File: config.mk
export PLATFORM = sky130hd
export DESIGN_NAME = fetch_unit
export DESIGN_NICKNAME = d
export VERILOG_FILES = /design/src/rtl/riscv_pkg.sv /design/src/rtl/fetch_fifo.sv /design/src/rtl/fetch_unit.sv
export SDC_FILE = /design/constraint.sdc
export NUM_CORES = 1
export LEC_CHECK = 0
export BUFFER_PORTS_ARGS = -buffer_cell sky130_fd_sc_hd__buf_4
export CORE_UTILIZATION = 61
export CTS_CLUSTER_SIZE = 25
export DETAILED_ROUTE_END_ITERATION = 10
export GPL_TIMING_DRIVEN = 0
export PLACE_DENSITY = 0.86
export SLEW_MARGIN = 30
export SYNTH_ARGS = -nofsm -noshare
export SYNTH_HDL_FRONTEND = slang
export SYNTH_SLANG_ARGS = --single-unit
File: constraint.sdc
create_clock -name clk_i -period 7.8 [get_ports clk_i]
set_input_delay 0.39 -clock clk_i [delete_from_list [all_inputs] [get_ports clk_i]]
set_output_delay 0.39 -clock clk_i [all_outputs]
set_load 0.01 [all_outputs]
File: src/rtl/riscv_pkg.sv
// Shared RISC-V front-end types and constants.
// Fetch-stage state and buffer-entry types live here so the fetch unit and its FIFO agree on them.
package riscv_pkg;

  localparam int XLEN        = 32;
  localparam int INSTR_BYTES = 4;

  localparam logic [XLEN-1:0] RESET_PC_DEFAULT = 32'h0000_0000;

  typedef enum logic [1:0] {
    BOOT,
    FETCH,
    DRAIN
  } t_fetch_state;

  typedef struct packed {
    logic [XLEN-1:0] pc;
    logic [XLEN-1:0] instr;
  } t_fetch_entry;

  // Clears the byte-offset bits so the result is an instruction-aligned address.
  function automatic logic [XLEN-1:0] word_align(input logic [XLEN-1:0] addr);
    return addr & ~XLEN'(INSTR_BYTES - 1);
  endfunction

endpackage

File: src/rtl/fetch_fifo.sv
// Small synchronous in-order buffer between the memory response path and the decoder.
// Flush dominates push and pop; the head is read combinationally from storage.
module fetch_fifo
  import riscv_pkg::*;
#(
  parameter int  DEPTH = 2,
  parameter type T     = t_fetch_entry,
  localparam int CW    = $clog2(DEPTH + 1),
  localparam int AW    = (DEPTH > 1) ? $clog2(DEPTH) : 1
) (
  input  logic          i_clk,
  input  logic          i_rstn,
  input  logic          i_push,
  input  T              i_data,
  input  logic          i_pop,
  input  logic          i_flush,
  output T              o_head,
  output logic [CW-1:0] o_count,
  output logic          o_full,
  output logic          o_empty
);

  T              r_mem [DEPTH];
  logic [AW-1:0] r_rd_ptr;
  logic [AW-1:0] r_wr_ptr;
  logic [CW-1:0] r_count;
  logic          w_do_pop;

  // DEPTH is a power of two, so the pointers wrap on their own.
  assign w_do_pop = i_pop & ~o_empty;

  always_ff @(posedge i_clk or negedge i_rstn) begin
    if (!i_rstn) begin
      // NOTE: storage is reset here so the head reads as zero straight out of reset.
      for (int i = 0; i < DEPTH; i++) begin
        r_mem[i] <= '0;
      end
      r_rd_ptr <= '0;
      r_wr_ptr <= '0;
      r_count  <= '0;
    end else if (i_flush) begin
      r_rd_ptr <= '0;
      r_wr_ptr <= '0;
      r_count  <= '0;
    end else begin
      // NOTE: non-blocking assignments make every register update from pre-edge values.
      if (i_push) begin
        r_mem[r_wr_ptr] <= i_data;
        r_wr_ptr        <= r_wr_ptr + AW'(1);
      end
      if (w_do_pop) begin
        r_rd_ptr <= r_rd_ptr + AW'(1);
      end
      r_count <= r_count + CW'(i_push) - CW'(w_do_pop);
    end
  end

  assign o_head  = r_mem[r_rd_ptr];
  assign o_count = r_count;
  assign o_full  = (r_count == CW'(DEPTH));
  assign o_empty = (r_count == '0);

endmodule

File: src/rtl/fetch_unit.sv
// Instruction fetch stage: owns the PC, issues word fetches over a req/gnt bus and
// buffers in-order responses for the decoder. A redirect flushes and restarts fetch.
module fetch_unit
  import riscv_pkg::*;
#(
  parameter logic [XLEN-1:0] RESET_PC   = RESET_PC_DEFAULT,
  parameter int              FIFO_DEPTH = 2
) (
  input  logic            clk_i,
  input  logic            rstn_i,
  input  logic            redirect_i,
  input  logic [XLEN-1:0] redirect_pc_i,
  output logic            mem_req_o,
  output logic [XLEN-1:0] mem_addr_o,
  input  logic            mem_gnt_i,
  input  logic            mem_rvalid_i,
  input  logic [XLEN-1:0] mem_rdata_i,
  output logic            instr_valid_o,
  input  logic            instr_ready_i,
  output logic [XLEN-1:0] instr_o,
  output logic [XLEN-1:0] pc_o
);

  localparam int CW = $clog2(FIFO_DEPTH + 1);

  t_fetch_state    r_state;
  t_fetch_state    w_state_next;
  logic [XLEN-1:0] r_pc;
  logic [XLEN-1:0] r_resp_pc;
  logic [CW-1:0]   r_outstanding;
  logic [CW-1:0]   r_discard;
  logic [CW-1:0]   w_outstanding_next;
  logic [CW-1:0]   w_discard_next;

  logic            w_xfer;
  logic            w_drop;
  logic            w_push;
  logic            w_pop;
  logic [XLEN-1:0] w_redirect_pc;
  t_fetch_entry    w_push_entry;
  t_fetch_entry    w_head;
  logic [CW-1:0]   w_fifo_count;
  logic            w_fifo_full;
  logic            w_fifo_empty;

  assign w_redirect_pc = word_align(redirect_pc_i);
  assign w_xfer        = mem_req_o & mem_gnt_i;
  assign w_drop        = mem_rvalid_i & (r_discard != '0);
  assign w_push        = mem_rvalid_i & ~w_drop & ~redirect_i;
  assign w_pop         = instr_valid_o & instr_ready_i;
  assign w_push_entry  = '{pc: r_resp_pc, instr: mem_rdata_i};

  always_comb begin
    // NOTE: every signal gets a default first so no path leaves one unassigned (no latches).
    w_state_next       = r_state;
    mem_req_o          = 1'b0;
    w_outstanding_next = r_outstanding;
    w_discard_next     = r_discard;

    // Credit check: in-flight fetches plus buffered words never exceed the buffer depth.
    if (r_state == FETCH && !redirect_i &&
        ((CW+1)'(r_outstanding) + (CW+1)'(w_fifo_count) < (CW+1)'(FIFO_DEPTH))) begin
      mem_req_o = 1'b1;
    end

    w_outstanding_next = r_outstanding + CW'(w_xfer) - CW'(mem_rvalid_i);

    // Discarded fetches are a subset of outstanding ones, so on a redirect every
    // response still in flight after this cycle becomes stale.
    if (redirect_i) begin
      w_discard_next = w_outstanding_next;
    end else begin
      w_discard_next = r_discard - CW'(w_drop);
    end

    case (r_state)
      BOOT:    w_state_next = FETCH;
      FETCH:   if (redirect_i && w_discard_next != '0) w_state_next = DRAIN;
      DRAIN:   if (w_discard_next == '0) w_state_next = FETCH;
      default: w_state_next = BOOT;
    endcase
  end

  always_ff @(posedge clk_i or negedge rstn_i) begin
    if (!rstn_i) begin
      r_state       <= BOOT;
      r_pc          <= RESET_PC;
      r_resp_pc     <= RESET_PC;
      r_outstanding <= '0;
      r_discard     <= '0;
    end else begin
      r_state       <= w_state_next;
      r_outstanding <= w_outstanding_next;
      r_discard     <= w_discard_next;
      if (redirect_i) begin
        r_pc      <= w_redirect_pc;
        r_resp_pc <= w_redirect_pc;
      end else begin
        if (w_xfer) r_pc      <= r_pc + XLEN'(INSTR_BYTES);
        if (w_push) r_resp_pc <= r_resp_pc + XLEN'(INSTR_BYTES);
      end
    end
  end

  fetch_fifo #(
    .DEPTH (FIFO_DEPTH),
    .T     (t_fetch_entry)
  ) u_fifo (
    .i_clk   (clk_i),
    .i_rstn  (rstn_i),
    .i_push  (w_push),
    .i_data  (w_push_entry),
    .i_pop   (w_pop),
    .i_flush (redirect_i),
    .o_head  (w_head),
    .o_count (w_fifo_count),
    .o_full  (w_fifo_full),
    .o_empty (w_fifo_empty)
  );

  assign mem_addr_o    = r_pc;
  assign instr_valid_o = ~w_fifo_empty;
  assign instr_o       = w_head.instr;
  assign pc_o          = w_head.pc;

  a_no_overflow : assert property (@(posedge clk_i) disable iff (!rstn_i)
    !(w_push && w_fifo_full && !w_pop));

  a_outstanding_bound : assert property (@(posedge clk_i) disable iff (!rstn_i)
    (CW+1)'(r_outstanding) <= (CW+1)'(FIFO_DEPTH));

endmodule

==> results.py <==
metrics = {
    "detailed_routing": {
        "drcViolationCount": 0,
        "drt_wl_total_um": 21700,
        "wl_per_cell_um": 18.7,
        "dr.pass1.iters": 7,
        "drtIter0Drc": 635,
        "viasPerCell": 5.97,
        "via_count": 6923,
        "antenna_left": 0,
    },
    "floorplan": {
        "die_h_um": 126,
        "fp-row-count": 44,
        "initial_core_util_pct": 63.5,
        "die_w_um": 126,
        "core_area_um2": 14800,
        "die_area_um2": 15900,
        "ioPinCount": 168,
    },
    "yosys": {
        "syn_inst": 778,
        "async_reset_ff_share_pct": 100,
        "yosysTopAreaCell": "dfrtp_1",
        "ys_types": 56,
        "synth.top_cells.by_area": "dfrtp_1 (52%), mux2_2 (22%), xnor2_1 (2.8%), nand2_1 (2.5%), nand3_1 (1.4%)",
        "synth_top_cell_area_share_pct": 51.8,
        "ys_warn_count": 0,
        "synth-seq-area-share_pct": 51.8,
        "netlist_area_um2": 9380,
        "synth_seq_cells": 194,
        "ys.flop_type": "dfrtp_1",
        "syn_area_per_cell_um2": 12.1,
        "synth_edf_count": 0,
    },
    "timing": {
        "timing.final.crit_share_pct": 48.6,
        "worstMarginPinSlew_ps": 759,
        "fin_skew_ps": 10.9,
        "finalSetupTns_ps": 0,
        "fmax_mhz": 264,
        "slew_headroom_pct": 49.2,
        "hold_viol": 0,
        "slew_violations": 0,
        "setup-violations-final": 0,
        "rsz0062_at_grt": "no",
        "period_needed_ps": 3790,
    },
    "min_path": {
        "hp-class": "input port to flip-flop",
        "hold_depth": 3,
    },
    "outcome": {
        "status": "finished, final reports clean",
    },
    "cts": {
        "clock_path_buffers": 2,
        "cts.htree.levels": 4,
        "path_clk_slew_ps": 70,
        "cts_made_buffers": 17,
        "clkLatencyLatePin_ps": 430,
        "clock_sinks": 194,
        "cts_tree": "yes",
        "cts_resized": 0,
        "root_buffer": "clkbuf_16",
        "cts_setup_buffers": 0,
    },
    "placed_design": {
        "placed_area_um2": 10900,
        "numPortBuffers": 161,
        "dp_hpwl_um": 15300,
        "gp_congestion": 0.901,
        "dp_cells": 1128,
    },
    "worst_setup_path": {
        "cp.required_ps": 8150,
        "cp_max_fo": 10,
        "critical_path_class": "flip-flop to flip-flop",
        "reg2reg_depth": 13,
        "crit_path_end_kind": "flip-flop",
        "arrival_ps": 4130,
        "startpoint_type": "flip-flop",
    },
    "cells_and_area": {
        "fin_area_um2": 11500,
        "final_cells": 1160,
        "final_util_pct": 77.8,
        "area_growth_pct": 22.4,
        "drive_gt1_share_pct": 42.1,
        "diodes": 0,
        "num-nets-final": 1042,
    },
    "global_routing": {
        "antenna_found_initial": 0,
        "grt_first_pass_wirelength_um": 35600,
        "grt_max_degree": 72,
        "grt_usage_pct": 28.6,
        "grt_pass1_vias": 7036,
        "grt_overflow_total": 0,
    },
    "power_and_ir_drop": {
        "power_density_nw_per_um2": 333,
        "p_total_mw": 3.82,
        "peakVddDrop_mv": 0.193,
        "power_leakage_nw": 5.25,
    },
    "job": {
        "maxCapViolCount": 0,
    },
}
-- path summary, 6_finish.rpt --
check	end	slack, ps	startpoint
worst max-delay path	r_state[1]	4010	r_outstanding[0]
worst min-delay path	mem_addr_o[24]	190	redirect_pc_i[24]
worst max register to register	r_state[1]	4010	r_outstanding[0]
worst min register to register	u_fifo.r_mem[56]	480	u_fifo.r_mem[56]
max in group asynchronous	mem_addr_o[21]	6580	rstn_i
min in group asynchronous	u_fifo.r_mem[30]	480	rstn_i
-- layer usage --
metal	share of wire, %	GRT usage [%]	vias to the layer above
met3	7.2	4.80	39
met2	47	46.5	337
li1	-	-	3158
met4	2.2	10.1	0
met5	0	0	-
met1	43	39.1	3389
-- Yosys cell counts, drive strengths merged (2+ instances only) --
library cell	count
a21boi	2
a21oi	8
a31o	2
a31oi	5
and2	3
and3	11
and4	5
buf	22
clkbuf	23
dfrtp	194
ha	7
inv	16
mux2	186
nand2	63
nand2b	4
nand3	26
nand4	17
nor2	30
nor2b	2
nor3	13
nor3b	3
nor4	12
o211ai	10
o21a	3
o21ai	40
o311ai	10
o31a	3
or3	4
or3b	2
xnor2	30
xor2	10
-- through the flow --
stage / worst slack [ps] / hold slack [ps]
CTS: 4060 / 182
finish: 4010 / 188
global route: 3790 / 193
floorplan: 4620 / 94.4
global placement: 4180 / 457
detailed placement: 4150 / 360
-- cell families after synthesis --
| group | synth area share, % |
|---|---|
| and+or+nand+nor | 11.9 |
| DFF | 51.8 |
| muxes | 22.4 |
| AOI/OAI and AO/OA | 6.03 |
| buffers and inverters | 2.91 |
| xor gates and xnor gates | 3.74 |
| adders and majority gates | 1.15 |
| other | 0.0400 |
-- timing repair --
item | in CTS | in global routing
hold buffers | 1 | 0
endpoints found under the setup margin | 0 | 0
endpoints found under the hold margin | 59 | 0
-- cell usage in the layout (no fill, tap or decap), types with 7 or more instances in the layout --
cell type    n
o21ai_1     15
nor3_2       8
o21ai_0     25
o211ai_1    10
xor2_1      10
nand2_1     63
and3_1      11
dfrtp_1    194
ha_1         7
a21oi_1      8
nand4_1     16
inv_1       16
buf_4      164
o311ai_0    10
nor2_1      29
nand3_1     26
clkbuf_16   17
xnor2_1     30
buf_2        8
buf_1        8
clkbuf_1    28
mux2_2     186
-- cell type report --
type                    instances  area [µm²]
clock buffers                  26         499
flip-flops and latches        194        4850
inverters                      16        60.1
plain buffers                  45         213
fillers                       981        3280
well taps                     184         230
repair buffers                164        1280
clock inverters                 5        75.1
multi-input cells             526        4260
-- sequential cells by signal, indices dropped and copies added, names as in the netlist --
signal           count
mem_addr_o          30
r_state              2
u_fifo.r_mem       124
u_fifo.r_rd_ptr      1
u_fifo.r_wr_ptr      1
r_discard            2
r_resp_pc           30
u_fifo.o_count       2
r_outstanding        2
-- critical path: stages (launching register included) --
cell      delay, ps
dfrtp_1         400
and2_1          170
fa_1            450
or4b_1          570
nor2_2          340
inv_1           120
clkbuf_1        270
ha_1            360
inv_1            50
ha_1            190
xnor2_1         140
xnor2_1         280
nor2_1          110
a211oi_1        240
-- power by group --
part           switching (mW)  internal, mW  total [mW]
Sequential              0.218          1.35        1.57
Clock                   0.356         0.504       0.860
Combinational           0.596         0.793        1.39
Total                    1.17          2.65        3.82
Power figures use the tool's default switching activity.
